## src/rtl/acc_ctrl_pkg.sv

```systemverilog
// ----------------------------------------------------------------------------
// acc_pkg
// Shared definitions for the accumulator sequencer: ALU op codes, the
// sequencer state type and small helpers used by acc_ctrl and its bench.
//   NUM_OPS      number of one-hot op requesters (one per op code)
//   OP_*         4-bit op codes driven to the external ALU
//   state_t      IDLE -> GRANT -> EXEC service sequence
//   is_carry_op  ops whose ALU carry-out is written into the carry flag
//   onehot_to_op converts a one-hot grant vector into its op code
// ----------------------------------------------------------------------------
package acc_pkg;

    localparam int NUM_OPS = 9;

    localparam logic [3:0] OP_SOMA = 4'd0;
    localparam logic [3:0] OP_SUB  = 4'd1;
    localparam logic [3:0] OP_AND  = 4'd2;
    localparam logic [3:0] OP_OR   = 4'd3;
    localparam logic [3:0] OP_XOR  = 4'd4;
    localparam logic [3:0] OP_NOT  = 4'd5;
    localparam logic [3:0] OP_DE   = 4'd6;
    localparam logic [3:0] OP_DD   = 4'd7;
    localparam logic [3:0] OP_CARG = 4'd8;

    typedef enum logic [1:0] {
        IDLE  = 2'd0,
        GRANT = 2'd1,
        EXEC  = 2'd2
    } state_t;

    // Arithmetic and shift ops produce a meaningful carry/borrow/shifted-out
    // bit; the logic ops and carg leave the carry flag untouched.
    function automatic logic is_carry_op(input logic [3:0] op);
        return (op == OP_SOMA) || (op == OP_SUB) || (op == OP_DE) || (op == OP_DD);
    endfunction

    // The grant is one-hot, so at most one bit contributes its index.
    function automatic logic [3:0] onehot_to_op(input logic [NUM_OPS-1:0] g);
        logic [3:0] idx;
        idx = '0;
        for (int i = 0; i < NUM_OPS; i++) begin
            if (g[i]) begin
                idx = 4'(i);
            end
        end
        return idx;
    endfunction

endpackage

```

## src/rtl/acc_ctrl_if.sv

```systemverilog
// ----------------------------------------------------------------------------
// acc_ctrl_if
// Bundles the requester handshake and the external ALU connection of the
// accumulator sequencer.
//   req/ack          one-hot op requests and the one-cycle service pulse
//   operand          B operand supplied with the request
//   op/alu_a/alu_b   op code and operands presented to the ALU
//   alu_y/alu_cout   ALU result and carry/borrow/shift-out bit
//   acc/flag_z/flag_c/busy  accumulator state and sequencer status
// Modports: master = requesters + ALU side, slave = acc_ctrl.
// ----------------------------------------------------------------------------
interface acc_ctrl_if #(
    parameter int W = 8
);
    import acc_pkg::*;

    logic [NUM_OPS-1:0] req;
    logic [W-1:0]       operand;
    logic [W-1:0]       alu_y;
    logic               alu_cout;
    logic [3:0]         op;
    logic [W-1:0]       alu_a;
    logic [W-1:0]       alu_b;
    logic [NUM_OPS-1:0] ack;
    logic [W-1:0]       acc;
    logic               flag_z;
    logic               flag_c;
    logic               busy;

    modport master (
        output req, operand, alu_y, alu_cout,
        input  op, alu_a, alu_b, ack, acc, flag_z, flag_c, busy
    );

    modport slave (
        input  req, operand, alu_y, alu_cout,
        output op, alu_a, alu_b, ack, acc, flag_z, flag_c, busy
    );

endinterface

```

## src/rtl/acc_ctrl_rr_arbiter.sv

```systemverilog
// ----------------------------------------------------------------------------
// rr_arbiter
// Combinational round-robin arbiter. Searches upward from i_ptr, wrapping
// from N-1 back to 0, and grants the first active request.
//   i_req  N-bit request vector
//   i_ptr  index with highest priority this round (0..N-1)
//   o_gnt  one-hot grant, all zero only when i_req is all zero
// ----------------------------------------------------------------------------
module rr_arbiter #(
    parameter int N = 9
) (
    input  logic [N-1:0] i_req,
    input  logic [3:0]   i_ptr,
    output logic [N-1:0] o_gnt
);

    logic [4:0] w_pos;
    logic       w_found;

    // Walk the N candidate positions in priority order; the modulo-N wrap
    // keeps w_pos inside the request vector since i_ptr never exceeds N-1.
    always_comb begin
        o_gnt   = '0;
        w_found = 1'b0;
        w_pos   = '0;
        for (int k = 0; k < N; k++) begin
            w_pos = {1'b0, i_ptr} + 5'(k);
            if (w_pos >= 5'(N)) begin
                w_pos = w_pos - 5'(N);
            end
            if (!w_found && i_req[w_pos[3:0]]) begin
                o_gnt[w_pos[3:0]] = 1'b1;
                w_found           = 1'b1;
            end
        end
    end

endmodule

```

## src/rtl/acc_ctrl.sv

```systemverilog
// ----------------------------------------------------------------------------
// acc_ctrl
// Sequencer/arbiter for the accumulator datapath. Picks one of up to nine
// op requesters round-robin, presents the op and operands to the external
// ALU, writes the result back into the accumulator with Z/C flags and acks
// the served requester. One op per three clocks: IDLE -> GRANT -> EXEC.
//   clk    system clock, rising edge
//   rst_n  asynchronous active-low reset
//   bus    acc_ctrl_if slave: req/operand/alu_y/alu_cout in,
//          op/alu_a/alu_b/ack/acc/flag_z/flag_c/busy out
// ----------------------------------------------------------------------------
module acc_ctrl
    import acc_pkg::*;
#(
    parameter int           W         = 8,
    parameter logic [W-1:0] RESET_ACC = '0
) (
    input  logic      clk,
    input  logic      rst_n,
    acc_ctrl_if.slave bus
);

    state_t             r_state;
    logic [NUM_OPS-1:0] r_grant;
    logic [NUM_OPS-1:0] r_ack;
    logic [3:0]         r_op;
    logic [3:0]         r_ptr;
    logic [W-1:0]       r_acc;
    logic [W-1:0]       r_aluB;
    logic               r_flagZ;
    logic               r_flagC;
    logic               r_busy;
    logic [NUM_OPS-1:0] w_gnt;

    rr_arbiter #(
        .N (NUM_OPS)
    ) u_arb (
        .i_req (bus.req),
        .i_ptr (r_ptr),
        .o_gnt (w_gnt)
    );

    // Service sequencer. The grant is captured in IDLE and then frozen, so
    // request changes during GRANT/EXEC cannot alter or cancel the op. The
    // ack is registered out of EXEC and is therefore visible in the next
    // IDLE cycle, which is also the cycle that arbitrates the next request.
    always_ff @(posedge clk or negedge rst_n) begin
        if (!rst_n) begin
            r_state <= IDLE;
            r_grant <= '0;
            r_ack   <= '0;
            r_op    <= '0;
            r_ptr   <= '0;
            r_acc   <= RESET_ACC;
            r_aluB  <= '0;
            r_flagZ <= (RESET_ACC == '0);
            r_flagC <= 1'b0;
            r_busy  <= 1'b0;
        end else begin
            r_ack <= '0;
            case (r_state)
                IDLE: begin
                    if (|bus.req) begin
                        r_grant <= w_gnt;
                        r_busy  <= 1'b1;
                        r_state <= GRANT;
                    end
                end
                GRANT: begin
                    r_op    <= onehot_to_op(r_grant);
                    r_aluB  <= bus.operand;
                    r_state <= EXEC;
                end
                EXEC: begin
                    r_acc   <= bus.alu_y;
                    r_flagZ <= (bus.alu_y == '0);
                    if (is_carry_op(r_op)) begin
                        r_flagC <= bus.alu_cout;
                    end
                    r_ack   <= r_grant;
                    r_ptr   <= (r_op == OP_CARG) ? 4'd0 : r_op + 4'd1;
                    r_busy  <= 1'b0;
                    r_state <= IDLE;
                end
                default: begin
                    r_state <= IDLE;
                end
            endcase
        end
    end

    assign bus.op     = r_op;
    assign bus.alu_a  = r_acc;
    assign bus.alu_b  = r_aluB;
    assign bus.ack    = r_ack;
    assign bus.acc    = r_acc;
    assign bus.flag_z = r_flagZ;
    assign bus.flag_c = r_flagC;
    assign bus.busy   = r_busy;

endmodule

```

## src/flat_wrapper.sv

```systemverilog
// flat-port wrapper written by rule: the top's interface ports become plain ports
module acc_ctrl_flat import acc_pkg::*;
#(
    parameter int           W         = 8,
    parameter logic [W-1:0] RESET_ACC = '0
)
  (clk, rst_n, bus_req, bus_operand, bus_alu_y, bus_alu_cout, bus_op, bus_alu_a, bus_alu_b, bus_ack, bus_acc, bus_flag_z, bus_flag_c, bus_busy);
  acc_ctrl_if #(.W(W)) bus_i ();
  input  logic clk;
  input  logic rst_n;
  input wire logic [$bits(bus_i.req)-1:0] bus_req;
  input wire logic [$bits(bus_i.operand)-1:0] bus_operand;
  input wire logic [$bits(bus_i.alu_y)-1:0] bus_alu_y;
  input wire logic [$bits(bus_i.alu_cout)-1:0] bus_alu_cout;
  output wire logic [$bits(bus_i.op)-1:0] bus_op;
  output wire logic [$bits(bus_i.alu_a)-1:0] bus_alu_a;
  output wire logic [$bits(bus_i.alu_b)-1:0] bus_alu_b;
  output wire logic [$bits(bus_i.ack)-1:0] bus_ack;
  output wire logic [$bits(bus_i.acc)-1:0] bus_acc;
  output wire logic [$bits(bus_i.flag_z)-1:0] bus_flag_z;
  output wire logic [$bits(bus_i.flag_c)-1:0] bus_flag_c;
  output wire logic [$bits(bus_i.busy)-1:0] bus_busy;
  assign bus_i.req = bus_req;
  assign bus_i.operand = bus_operand;
  assign bus_i.alu_y = bus_alu_y;
  assign bus_i.alu_cout = bus_alu_cout;
  assign bus_op = bus_i.op;
  assign bus_alu_a = bus_i.alu_a;
  assign bus_alu_b = bus_i.alu_b;
  assign bus_ack = bus_i.ack;
  assign bus_acc = bus_i.acc;
  assign bus_flag_z = bus_i.flag_z;
  assign bus_flag_c = bus_i.flag_c;
  assign bus_busy = bus_i.busy;
  acc_ctrl #(.W(W), .RESET_ACC(RESET_ACC)) u_core (.clk(clk), .rst_n(rst_n), .bus(bus_i));
endmodule
```

## config.mk

```make
export PLATFORM = sky130hd
export DESIGN_NAME = acc_ctrl_flat
export DESIGN_NICKNAME = d
export VERILOG_FILES = /design/src/rtl/acc_ctrl_pkg.sv /design/src/rtl/acc_ctrl_if.sv /design/src/rtl/acc_ctrl_rr_arbiter.sv /design/src/rtl/acc_ctrl.sv /design/src/flat_wrapper.sv
export SDC_FILE = /design/constraint.sdc
export NUM_CORES = 1
export LEC_CHECK = 0
export ABC_AREA = 1
export BUFFER_PORTS_ARGS = -buffer_cell sky130_fd_sc_hd__buf_2
export CORE_MARGIN = 3
export CORE_UTILIZATION = 24
export CTS_CLUSTER_SIZE = 28
export DETAILED_ROUTE_END_ITERATION = 7
export GPL_ROUTABILITY_DRIVEN = 0
export RECOVER_POWER = 25
export SETUP_SLACK_MARGIN = 0.3
export SLEW_MARGIN = 20
export SYNTH_ARGS = -nofsm -noshare
export SYNTH_HDL_FRONTEND = slang
export SYNTH_SLANG_ARGS = --single-unit
```

## constraint.sdc

```tcl
create_clock -name clk -period 3.24 [get_ports clk]
set_clock_uncertainty 0.15 [all_clocks]
set_input_delay 0.486 -clock clk [delete_from_list [all_inputs] [get_ports clk]]
set_output_delay 0.486 -clock clk [all_outputs]
set_load 0.02 [all_outputs]
```

==> flow_summary.json <==
{
  "yosysWarnings": 0,
  "synth-seq-cells": 47,
  "final_net_count": 1132,
  "die_width_um": 154.1,
  "async_reset_ff_frac": 1.000,
  "synth_area_leaders": "dfrtp_1 22%, nand2_1 19%, nand3_1 10%",
  "yosysUniqueCellTypes": 44,
  "drc": 0,
  "die_area_um2": 23750,
  "groute.usage.overall": 0.1514,
  "via_per_inst": 4.759,
  "grt_pass1_vias": 6093,
  "path_max_fanout": 9,
  "placed_cell_area_um2": 6852,
  "status": "complete, but fails checks",
  "dr.pass1.iters": 6,
  "path_class": "reg -> reg",
  "grt_first_pass_wirelength_mm": 30.34,
  "cp.required_ps": 3270,
  "synth.avg_cell_area_um2": 5.982,
  "cts_buffers": 5,
  "wl_mm": 18.73,
  "hold_viol_final": 0,
  "synth_area_um2": 5264,
  "fmax_mhz": 303.2,
  "fillers": 2217,
  "htree_num_levels": 2,
  "worst_pin_slew_ps": 2486,
  "row_count": 53,
  "fin_ws_ps": -58.26,
  "min_path_type": "in -> reg",
  "synth_largest_area_cell": "dfrtp_1",
  "final_cell_area_um2": 7810,
  "clock_latency_ps": 290,
  "netlist_instances": 880,
  "coreArea_um2": 21290,
  "syn_nets": 934,
  "area_delta_synth_final_pct": 48.37,
  "rsz0062_at_grt": "yes",
  "die_h_um": 154.1,
  "grt_max_degree": 48,
  "drive_gt1_frac": 0.3577,
  "antenna_found_initial": 0,
  "clk_pin_slew_ps": 70,
  "first_iter_violations": 509,
  "antenna_left": 0,
  "wire_per_inst_um": 13.84,
  "period_minus_slack_ps": 3298,
  "cts_root_buf": "clkbuf_16",
  "diodes": 0,
  "tritoncts": "done",
  "crit_path_end_kind": "flip-flop",
  "slew_headroom": -0.6575,
  "port_buffers": 67,
  "dp_hpwl_mm": 14.54,
  "setup_viol": 7,
  "fin_tns_setup_ps": -121.9,
  "synth_top_area_share": 0.2187,
  "yosysMostFrequentCell": "nand2_1",
  "cts_buffer_depth": 2,
  "slew_violations": 48,
  "crit_path_start_kind": "flip-flop",
  "synth-edff-count": 0,
  "cts_sinks": 47,
  "start_util": 0.2473,
  "num_vias": 6444,
  "violations": "max-capacitance violations, max-slew violations, negative setup slack",
  "grt-ovfl-total": 0,
  "ys.flop_type": "dfrtp_1",
  "cp.arrival_ps": 3330,
  "fin_crit_sh": 1.018,
  "drv_cap": 1,
  "ys_seq_area_frac": 0.2237,
  "ys_top_cells_by_count": "270 x nand2_1, 137 x nor2_1, 107 x nand3_1",
  "pin_count": 68
}
==> kinds of logic after synthesis <==
logic type | count (synthesis) | synth area share
AO/OA/AOI/OAI | 67 | 0.07773
XOR/XNOR | 16 | 0.03233
adder cells (fa/ha/maj) | 26 | 0.06180
buffers and inverters | 133 | 0.1070
flip-flops | 47 | 0.2237
multiplexers | 1 | 0.002139
AND/OR/NAND/NOR | 590 | 0.4954
==> flip-flops by register name, summed over array words and instances, names as in the netlist <==
signal and count:
u_core.r_grant 9, u_core.r_state 2, u_core.bus.flag_c 1, u_core.bus.busy 1, u_core.bus.acc 8, u_core.bus.alu_b 8, u_core.r_ptr 4, u_core.bus.op 4
u_core.bus.ack 9, u_core.bus.flag_z 1
==> layout by cell type (no fill, tap or decap), drive strengths merged, types with 3 or more instances in the layout <==
master    n
xnor2     5
o22ai     6
a21oi    13
nor3     17
xor2     11
buf     211
nand3   109
nand2   286
a31oi     8
dfrtp    46
clkbuf    8
ha       26
o21ai    32
inv     105
nor4      3
nand4    29
nor2    148
clkinv    4
==> critical path, cell delays in order (launching register included) <==
cell and delay [ps]:
dfrtp_2 390, clkinvlp_4 200, buf_6 180, ha_4 150, nand2_4 70, nand2_1 50, nand2_1 70, nand2_2 60
inv_2 80, o21ai_4 70, nand2_4 180, nand2_4 90, xor2_4 190, nand2_1 70, inv_2 40, nand2_1 80
inv_1 70, nor2_4 130, nor2_4 80, buf_6 120, buf_16 130, nand3_1 60, nand3_1 120, nor2_2 150
nand3_2 110, nand2_1 70, inv_1 30
==> path summary, 6_finish.rpt <==
path / startpoint / endpoint / depth (start not counted) / slack (ps)
min in group asynchronous: rst_n / u_core.bus.alu_b[7]$_DFFE_PN0N_ / 1 / 810
max in group asynchronous: rst_n / u_core.r_ptr[2]$_DFFE_PN0P_ / 1 / 550
setup / recovery: u_core.r_ptr[1]$_DFFE_PN0P_ / u_core.r_grant[6]$_DFFE_PN0P_ / 26 / -60
setup reg to reg: u_core.r_ptr[1]$_DFFE_PN0P_ / u_core.r_grant[6]$_DFFE_PN0P_ / 26 / -60
hold / removal: bus_operand[6] / u_core.bus.alu_b[6]$_DFFE_PN0N_ / 3 / 250
hold reg to reg: u_core.bus.alu_b[6]$_DFFE_PN0N_ / u_core.bus.alu_b[6]$_DFFE_PN0N_ / 2 / 320
==> final cells by class <==
| class | count | area (um2) | share of cell area |
|---|---|---|---|
| well taps | 275 | 344.1 | 0.04406 |
| repair inverters | 1 | 6.256 | 0.0008010 |
| clock inverters | 1 | 8.758 | 0.001121 |
| repair buffers | 212 | 1494 | 0.1913 |
| multi-input cells | 703 | 4207 | 0.5386 |
| flip-flops and latches | 47 | 1180 | 0.1511 |
| clock buffers | 7 | 142.6 | 0.01826 |
| inverters | 108 | 427.9 | 0.05479 |
==> per-layer routing <==
| layer | routed length (um) | GRT usage | vias up |
|---|---|---|---|
| li1 | - | - | 3220 |
| met1 | 8606 | 0.2104 | 2982 |
| met2 | 8693 | 0.2512 | 209 |
| met3 | 1017 | 0.01576 | 33 |
| met4 | 416 | 0.03911 | 0 |
| met5 | 0 | 0 | - |
==> through the flow <==
step,worst slack [ps],hold WS (ps),cells,utilization
5_1_grt,-235.0,273.0,1354,0.3669
6_report,-58.26,247.4,1354,0.3669
2_1_floorplan,99.00,40.41,880,-
3_5_place_dp,-184.4,306.0,1324,0.3219
4_1_cts,-5.663,242.5,1348,0.3493
3_3_place_gp,-150.0,302.9,1324,0.3219
==> what timing repair did <==
item                                    CTS  global route
gates cloned                              4             1
pin swaps                                25            38
endpoints found under the setup margin    9             9
endpoints found under the hold margin     0             0
hold buffers                              0             0
resized for setup                        82            70
setup buffers                            12             5
Power is not shown: default switching activity piles up to over one toggle a cycle in this logic, so the estimate is an artifact.
